**src/rtl/vga_scaled_display.sv**
```systemverilog
// VGA raster generator and frame-buffer reader: sync timing, 1x/2x image replication,
// test patterns, border colour, and a flag pipeline matched to the RAM read latency.
module vga_scaled_display #(
  parameter int H_ACTIVE = 640,
  parameter int H_FP     = 16,
  parameter int H_SYNC   = 96,
  parameter int H_BP     = 48,
  parameter int V_ACTIVE = 480,
  parameter int V_FP     = 10,
  parameter int V_SYNC   = 2,
  parameter int V_BP     = 33,
  parameter int IMG_W    = 320,
  parameter int IMG_H    = 240,
  parameter int SCALE    = 2,
  parameter int ADDR_W   = 17,
  parameter int RAM_LAT  = 1,
  parameter bit HS_POL   = 1'b0,
  parameter bit VS_POL   = 1'b0
) (
  input  logic              clk25,
  input  logic              reset,
  input  logic [11:0]       ram_output_data,
  input  logic              ready_display,
  input  logic [1:0]        pattern_mode,
  input  logic [11:0]       border_color,
  output logic [ADDR_W-1:0] read_RAM_address,
  output logic [3:0]        vga_red,
  output logic [3:0]        vga_green,
  output logic [3:0]        vga_blue,
  output logic              vga_hsync,
  output logic              vga_vsync,
  output logic              frame_start,
  output logic              active_video
);

  localparam int H_TOTAL = H_ACTIVE + H_FP + H_SYNC + H_BP;
  localparam int V_TOTAL = V_ACTIVE + V_FP + V_SYNC + V_BP;
  localparam int HCW     = $clog2(H_TOTAL);
  localparam int VCW     = $clog2(V_TOTAL);
  localparam int SH      = (SCALE == 2) ? 1 : 0;
  localparam int PD      = 1 + RAM_LAT;
  localparam int XW      = (HCW > 8) ? HCW : 8;
  localparam int YW      = (VCW > 5) ? VCW : 5;

  localparam logic [HCW-1:0] H_LAST    = HCW'(H_TOTAL - 1);
  localparam logic [HCW-1:0] H_ACT_END = HCW'(H_ACTIVE);
  localparam logic [HCW-1:0] HS_START  = HCW'(H_ACTIVE + H_FP);
  localparam logic [HCW-1:0] HS_END    = HCW'(H_ACTIVE + H_FP + H_SYNC);
  localparam logic [HCW-1:0] WIN_W     = HCW'(IMG_W * SCALE);
  localparam logic [VCW-1:0] V_LAST    = VCW'(V_TOTAL - 1);
  localparam logic [VCW-1:0] V_ACT_END = VCW'(V_ACTIVE);
  localparam logic [VCW-1:0] VS_START  = VCW'(V_ACTIVE + V_FP);
  localparam logic [VCW-1:0] VS_END    = VCW'(V_ACTIVE + V_FP + V_SYNC);
  localparam logic [VCW-1:0] WIN_H     = VCW'(IMG_H * SCALE);

  typedef struct packed {
    logic       hs;
    logic       vs;
    logic       act;
    logic       win;
    logic       fs;
    logic [7:0] x;
    logic [4:0] y;
  } pix_t;

  logic [HCW-1:0]    r_hcount;
  logic [VCW-1:0]    r_vcount;
  logic [ADDR_W-1:0] r_line_base;
  logic [ADDR_W-1:0] r_addr;
  logic [1:0]        r_mode;
  logic              r_ready;
  pix_t              r_pipe [PD];
  logic [11:0]       r_rgb;
  logic              r_hs;
  logic              r_vs;
  logic              r_fs;
  logic              r_av;

  logic              w_h_last;
  logic              w_v_last;
  logic              w_v_in_win;
  logic              w_in_win;
  logic              w_last_rep;
  logic [HCW-1:0]    w_x;
  logic [XW-1:0]     w_x_ext;
  logic [YW-1:0]     w_y_ext;
  pix_t              w_s0;
  pix_t              w_p;
  logic [11:0]       w_rgb;
  logic              w_unused;

  assign w_h_last   = (r_hcount == H_LAST);
  assign w_v_last   = (r_vcount == V_LAST);
  assign w_v_in_win = (r_vcount < WIN_H);
  assign w_in_win   = w_v_in_win && (r_hcount < WIN_W);
  assign w_last_rep = (SCALE == 1) ? 1'b1 : r_vcount[0];
  assign w_x        = r_hcount >> SH;
  assign w_x_ext    = XW'(w_x);
  assign w_y_ext    = YW'(r_vcount >> SH);
  assign w_unused   = ^{w_x_ext, w_y_ext};

  always_ff @(posedge clk25 or negedge reset) begin
    if (!reset) begin
      r_hcount <= '0;
      r_vcount <= '0;
    end else if (w_h_last) begin
      r_hcount <= '0;
      r_vcount <= w_v_last ? '0 : r_vcount + 1'b1;
    end else begin
      r_hcount <= r_hcount + 1'b1;
    end
  end

  // line_base steps once per source line, i.e. after the last replicated copy.
  always_ff @(posedge clk25 or negedge reset) begin
    if (!reset) begin
      r_line_base <= '0;
    end else if (w_h_last) begin
      if (w_v_last)
        r_line_base <= '0;
      else if (w_v_in_win && w_last_rep)
        r_line_base <= r_line_base + ADDR_W'(IMG_W);
    end
  end

  always_ff @(posedge clk25 or negedge reset) begin
    if (!reset)
      r_addr <= '0;
    else if (!w_v_in_win)
      r_addr <= '0;
    else if (w_in_win)
      r_addr <= r_line_base + ADDR_W'(w_x);
  end

  always_ff @(posedge clk25 or negedge reset) begin
    if (!reset) begin
      r_mode  <= 2'd0;
      r_ready <= 1'b0;
    end else if (r_hcount == '0 && r_vcount == '0) begin
      r_mode  <= pattern_mode;
      r_ready <= ready_display;
    end
  end

  always_comb begin
    w_s0     = '0;
    w_s0.hs  = (r_hcount >= HS_START) && (r_hcount < HS_END);
    w_s0.vs  = (r_vcount >= VS_START) && (r_vcount < VS_END);
    w_s0.act = (r_hcount < H_ACT_END) && (r_vcount < V_ACT_END);
    w_s0.win = w_in_win;
    w_s0.fs  = (r_hcount == '0) && (r_vcount == '0);
    w_s0.x   = w_x_ext[7:0];
    w_s0.y   = w_y_ext[4:0];
  end

  // Flags travel PD stages so the last one lines up with ram_output_data.
  always_ff @(posedge clk25 or negedge reset) begin
    if (!reset) begin
      for (int i = 0; i < PD; i++) r_pipe[i] <= '0;
    end else begin
      r_pipe[0] <= w_s0;
      for (int i = 1; i < PD; i++) r_pipe[i] <= r_pipe[i-1];
    end
  end

  assign w_p = r_pipe[PD-1];

  always_comb begin
    w_rgb = 12'h000;
    if (w_p.act) begin
      if (!w_p.win) begin
        w_rgb = border_color;
      end else begin
        case (r_mode)
          2'd0:    w_rgb = r_ready ? ram_output_data : 12'h000;
          2'd1:    w_rgb = 12'h777;
          2'd2:    w_rgb = {w_p.x[3:0], w_p.y[3:0], w_p.x[7:4]};
          default: w_rgb = (w_p.x[4] ^ w_p.y[4]) ? 12'hFFF : 12'h000;
        endcase
      end
    end
  end

  always_ff @(posedge clk25 or negedge reset) begin
    if (!reset) begin
      r_rgb <= 12'h000;
      r_hs  <= ~HS_POL;
      r_vs  <= ~VS_POL;
      r_fs  <= 1'b0;
      r_av  <= 1'b0;
    end else begin
      r_rgb <= w_rgb;
      r_hs  <= w_p.hs ? HS_POL : ~HS_POL;
      r_vs  <= w_p.vs ? VS_POL : ~VS_POL;
      r_fs  <= w_p.fs;
      r_av  <= w_p.act;
    end
  end

  assign read_RAM_address = r_addr;
  assign vga_red          = r_rgb[11:8];
  assign vga_green        = r_rgb[7:4];
  assign vga_blue         = r_rgb[3:0];
  assign vga_hsync        = r_hs;
  assign vga_vsync        = r_vs;
  assign frame_start      = r_fs;
  assign active_video     = r_av;

endmodule

```
**config.mk**
```make
export PLATFORM = sky130hd
export DESIGN_NAME = vga_scaled_display
export DESIGN_NICKNAME = d
export VERILOG_FILES = /design/src/rtl/vga_scaled_display.sv
export SDC_FILE = /design/constraint.sdc
export NUM_CORES = 1
export LEC_CHECK = 0
export BUFFER_PORTS_ARGS = -buffer_cell sky130_fd_sc_hd__buf_4
export CAP_MARGIN = 20
export CORE_MARGIN = 4
export CORE_UTILIZATION = 32
export CTS_CLUSTER_SIZE = 28
export DETAILED_ROUTE_END_ITERATION = 12
export GPL_TIMING_DRIVEN = 0
export HOLD_SLACK_MARGIN = 0.15
export PLACE_DENSITY = 0.53
export REMOVE_ABC_BUFFERS = 1
export SLEW_MARGIN = 20
export SYNTH_ARGS = -nofsm -noshare
export SYNTH_HDL_FRONTEND = slang
export SYNTH_SLANG_ARGS = --single-unit
```
**constraint.sdc**
```tcl
create_clock -name clk25 -period 2.45 [get_ports clk25]
set_clock_uncertainty 0.15 [all_clocks]
set_input_delay 0.3675 -clock clk25 [delete_from_list [all_inputs] [get_ports clk25]]
set_output_delay 0.3675 -clock clk25 [all_outputs]
set_load 0.01 [all_outputs]
```
==> results_dict.tcl, run 1 <==
set metrics [dict create \
    status "finished, final reports clean" \
    wl_per_cell_um 13.8 \
    cts_buffer_depth 2 \
    ys_seq_area_frac 0.608 \
    ctsHtreeMaxLevel 3 \
    nets 479 \
    drv_cap 0 \
    final-hold-violation-count 0 \
    synthesis.area_um2 4160 \
    wirelength_um 8520 \
    fin_ws_ps 113 \
    antenna_found_initial 0 \
    port_buffers 49 \
    finalCritPeriodShare 0.954 \
    grt_usage 0.119 \
    fill_cells 1245 \
    arrival_ps 2410 \
    syn_inst 382 \
    max-vdd-ir-drop_uv 309 \
    io_pins 62 \
    power_density_nw_per_um2 629 \
    cts_tree "done" \
    ctsRootBufferMaster "clkbuf_16" \
    p_leak_nw 2.32 \
    slew_violations 0 \
    start_kind "flop" \
    die_area_um2 14900 \
    grt_pass1_wl_um 14300 \
    clk_latency_ps 340 \
    drtIter0Drc 111 \
    drcViolationCount 0 \
    grt-ovfl-total 0 \
    start_util 0.328 \
    multi_input_area_um2 1550 \
    die_w_um 122 \
    worstPathRequired_ps 2520 \
    worst_slew_pin_slew_ps 899 \
    ys_warn_count 0 \
    endpoint_kind "flop" \
    place_congestion 0.767 \
    avgSynthCellArea_um2 10.9 \
    die_h_um 122 \
    vias_per_cell 4.64 \
    grt_pass1_vias 2993 \
    cts_sinks 101 \
    cp_max_fo 10 \
    fp-row-count 41 \
    ys.flop_type "dfrtp_1" \
    finalSetupViolations 0 \
    diodes 0 \
    syn_to_final_growth_pct 25.6 \
    timing.fmax_mhz 428 \
    seqCellArea_um2 2540 \
    whs_ps 161 \
    final_antenna_net_count 0 \
    hold_path_class "in -> reg" \
    setup_tns_ps 0 \
    dp_worst_setup_slack_ps -291 \
    routed-via-count 2870 \
    async_flop_share 1.00 \
    setup.worst_path.class "reg -> reg" \
    drive_above_1_share 0.222 \
    post-route-min-period_ps 2340 \
    dr.pass1.iters 4 \
    clkTransAtPathRegs_ps 70 \
    numCtsBuffers 9 \
    relSlewSlack 0.400 \
    ys_types 45 \
    dpl.hpwl_um 5440 \
    ys_seq_elements 101 \
    core_um2 12700 \
    grt_max_degree 102 \
    synth_edf_count 0 \
]
[final cells by class]
cell class	count	area share
Clock buffer	10	0.0457
Clock inverter	6	0.0153
Inverter	9	0.00647
Multi-Input combinational cell	249	0.296
Sequential cell	101	0.485
Tap cell	172	0.0412
Timing Repair Buffer	71	0.109
[critical path: stages, from the launching register on]
cell and delay (ps):
dfrtp_2 480, or4b_1 540, or4b_4 570, nor2_1 140
o21ai_0 80, mux2_2 260
[kinds of logic (layout without fill, tap and decap cells)]
| group | Yosys count | count (layout) | synth area share |
|---|---|---|---|
| xor gates and xnor gates | 21 | 21 | 0.0442 |
| adders and majority gates | 9 | 9 | 0.0271 |
| and+or+nand+nor | 125 | 125 | 0.156 |
| muxes | 6 | 6 | 0.0162 |
| DFF | 101 | 101 | 0.608 |
| buffers and inverters | 32 | 96 | 0.0322 |
| AOI/OAI and AO/OA | 88 | 88 | 0.116 |
[synth_stat cells, drive strengths merged, types with 9 or more instances]
library cell | instances | area share
nand3b | 10 | 0.018
xnor2 | 15 | 0.032
nand2 | 42 | 0.038
ha | 9 | 0.027
a21oi | 45 | 0.054
nor3 | 11 | 0.013
clkbuf | 19 | 0.017
nor2 | 17 | 0.015
dfrtp | 99 | 0.60
inv | 9 | 0.0081
nand3 | 12 | 0.014
o21ai | 27 | 0.032
[power by group]
part           switching (W)  total, W  leakage [nW]  internal [W]
Sequential         0.0000130   0.00169          1.29       0.00168
Combinational      0.0000569  0.000115         0.877     0.0000585
Clock               0.000642   0.00148         0.152      0.000838
[per-layer routing]
layer | vias up | global-route usage | part of all wire
met5 | - | 0 | 0
met4 | 0 | 0.0287 | 0.0093
met3 | 10 | 0.0265 | 0.039
met2 | 48 | 0.199 | 0.47
met1 | 1364 | 0.157 | 0.48
li1 | 1448 | - | -
[worst paths after layout]
check / slack [ps] / startpoint / cells after the start / endpoint
worst min-delay path: 160 / ram_output_data[9] / 3 / r_rgb[9]
max in group asynchronous: 930 / reset / 2 / r_hcount[5]
min in group asynchronous: 550 / reset / 2 / r_rgb[4]
worst max-delay path: 110 / r_vcount[9] / 5 / r_line_base[8]
worst min register to register: 200 / r_pipe[27] / 0 / r_pipe[9]
worst max register to register: 110 / r_vcount[9] / 5 / r_line_base[8]
[per-stage QoR]
step | util | instance area, µm² | std cells | power (W)
floorplan | - | 4060 | 359 | 0.00175
global placement | 0.367 | 4640 | 580 | 0.00182
detailed placement | 0.368 | 4660 | 580 | 0.00183
CTS | 0.407 | 5160 | 614 | 0.00334
global route | 0.412 | 5230 | 618 | 0.00343
finish | 0.412 | 5230 | 618 | 0.00329
[cell usage in the layout (no fill, tap or decap), types with 8 or more instances in the layout]
master / instances
buf_4: 56
nand3_1: 11
o21ai_0: 25
ha_1: 8
xnor2_1: 15
inv_1: 9
nand2_1: 42
dfrtp_1: 94
nor2_1: 17
nor3_1: 9
dlygate4sd3_1: 14
nand3b_1: 10
clkbuf_16: 9
a21oi_1: 45
[sequential cells by signal, summed over array words and instances, names as in the netlist]
name	flops
active_video	1
frame_start	1
r_hcount	10
r_line_base	11
r_mode	2
r_pipe	34
r_ready	1
r_rgb	12
r_vcount	10
read_RAM_address	17
vga_hsync	1
vga_vsync	1
[what timing repair did]
item                                    CTS  global route
buffers inserted                          4             4
hold buffers                             14             0
hold endpoints to repair                112             0
pin swaps                                 1             0
endpoints found under the setup margin   16            13
gates resized for setup                   2            11
No activity file was read; power rests on OpenSTA's default activity.
==> run 2: changes to the inputs <==
Clock period 2.45 ns to 2.1 ns, I/O delays scaled along.
==> run 2 against run 1 <==
Effect of this change: the run now ends with setup timing left; cell area up 6.1%; critical path depth down 1; die area unchanged; flip-flop and latch count unchanged; fmax up 4.3%; combinational power up 22%; first-iteration DRC count up 32%; non-clock buffer count up 21; critical endpoint is now r_line_base[10].
==> results_dict.tcl, run 2 (synthesis gave the netlist of run 1 again) <==
set metrics [dict create \
    numCtsBuffers 9 \
    met1_length_um 4160 \
    timing.fmax_mhz 446 \
    arrival_ps 2360 \
    nets 500 \
    clk_latency_ps 340 \
    wl_met2_um 4400 \
    largest_register_ffs 34 \
    final_common_cell "dfrtp_1" \
    antenna_found_initial 0 \
    grt_max_degree 102 \
    place_congestion 0.767 \
    grt_pass1_vias 3061 \
    grt-ovfl-total 0 \
    port_buffers 49 \
    wl_per_cell_um 14.2 \
    status "finished, violations left" \
    dpl.hpwl_um 5440 \
    top_register "r_pipe" \
    finish.utilization 0.437 \
    post_layout_nonfiller_instances 639 \
    drv_cap 0 \
    clockPowerShare 0.451 \
    setup_tns_ps -572 \
    cts_sinks 101 \
    power.internal_w 0.00301 \
    ctsHtreeMaxLevel 3 \
    finalCritPeriodShare 1.07 \
    finalSetupViolations 8 \
    rsz0062_at_grt "true" \
    grt_pass1_wl_um 14700 \
    dr.pass1.iters 4 \
    drive_above_1_share 0.293 \
    final_antenna_net_count 0 \
    dp_worst_setup_slack_ps -641 \
    final-hold-violation-count 0 \
    worst_slew_pin_slew_ps 903 \
    relSlewSlack 0.398 \
    power_density_nw_per_um2 695 \
    endpoint_kind "flop" \
    routed-via-count 3000 \
    drtIter0Drc 146 \
    cts_buffer_depth 2 \
    syn_to_final_growth_pct 33.2 \
    io_pins 62 \
    whs_ps 196 \
    slew_violations 0 \
    vias_per_cell 4.69 \
    ctsRootBufferMaster "clkbuf_16" \
    diodes 0 \
    wirelength_um 9090 \
    cp_max_fo 7 \
    start_util 0.328 \
    failed_checks "setup timing" \
    pwr-share-seq 0.513 \
    drcViolationCount 0 \
    die_h_um 122 \
    cts_tree "done" \
    max-vdd-ir-drop_uv 351 \
    switching_share 0.219 \
    grt_usage 0.122 \
    clkTransAtPathRegs_ps 70 \
    met3WireLength_um 430 \
    start_kind "flop" \
    fin_ws_ps -141 \
    setup.worst_path.class "reg -> reg" \
    p_comb_frac 0.036 \
    core_um2 12700 \
    die_area_um2 14900 \
    p_leak_nw 2.44 \
    fill_cells 1215 \
    post-route-min-period_ps 2240 \
    top_layer "met4" \
    fp-row-count 41 \
    mostFrequentLayoutCells "dfrtp_1, buf_4, a21oi_1" \
    worstPathRequired_ps 2220 \
    dpl.cell_count 580 \
    die_w_um 122 \
    power.switching_w 0.000842 \
    hold_path_class "reg -> reg" \
]
[run 2: layout make-up]
class                   instances  area (µm²)  area share
flip-flops and latches        101        2540       0.458
multi-input cells             249        1690       0.304
repair buffers                 92         746       0.135
clock buffers                  10         239      0.0431
well taps                     172         215      0.0388
clock inverters                 6        80.1      0.0145
inverters                       9        36.3     0.00655
[run 2: worst max-delay path: stages, from the launching register on]
cell and delay [ps]:
dfrtp_2 400, or4b_1 510, or4b_4 570, or3_4 410, a21oi_2 120
[run 2: routing by layer]
metal  vias to the layer above  GRT usage
li1                       1485          -
met1                      1430      0.159
met2                        72      0.209
met3                        13     0.0269
met4                         0     0.0273
met5                         -          0
[run 2: power groups by stage]
stage	Combinational [W]	Clock, W	Sequential [W]
after CTS	0.000141	0.00178	0.00198
after global routing	0.000158	0.00187	0.00198
after detailed placement	0.000117	0	0.00201
final	0.000140	0.00174	0.00198
after global placement	0.000116	0	0.00201
after floorplan	0.0000223	0	0.00202
[run 2: worst paths after layout]
| kind | startpoint | endpoint | slack (ps) | depth (start not counted) |
|---|---|---|---|---|
| max | r_vcount[9] | r_line_base[10] | -140 | 4 |
| min | r_pipe[27] | r_pipe[9] | 200 | 0 |
| max reg2reg | r_vcount[9] | r_line_base[10] | -140 | 4 |
| min reg2reg | r_pipe[27] | r_pipe[9] | 200 | 0 |
| max in group asynchronous | reset | r_hcount[5] | 630 | 2 |
| min in group asynchronous | reset | r_rgb[4] | 490 | 2 |
[run 2: per-stage QoR]
stage	power [W]	instance area, µm²
final	0.00385	5540
after floorplan	0.00204	4060
after detailed placement	0.00213	4660
after global routing	0.00400	5540
after CTS	0.00390	5300
after global placement	0.00213	4640
[run 2: repair_timing]
action | 4_1_cts | 5_1_grt
resized for setup | 21 | 31
setup endpoints to repair | 30 | 34
endpoints found under the hold margin | 114 | 0
hold buffers | 16 | 0
pin swaps | 3 | 9
setup buffers | 13 | 14
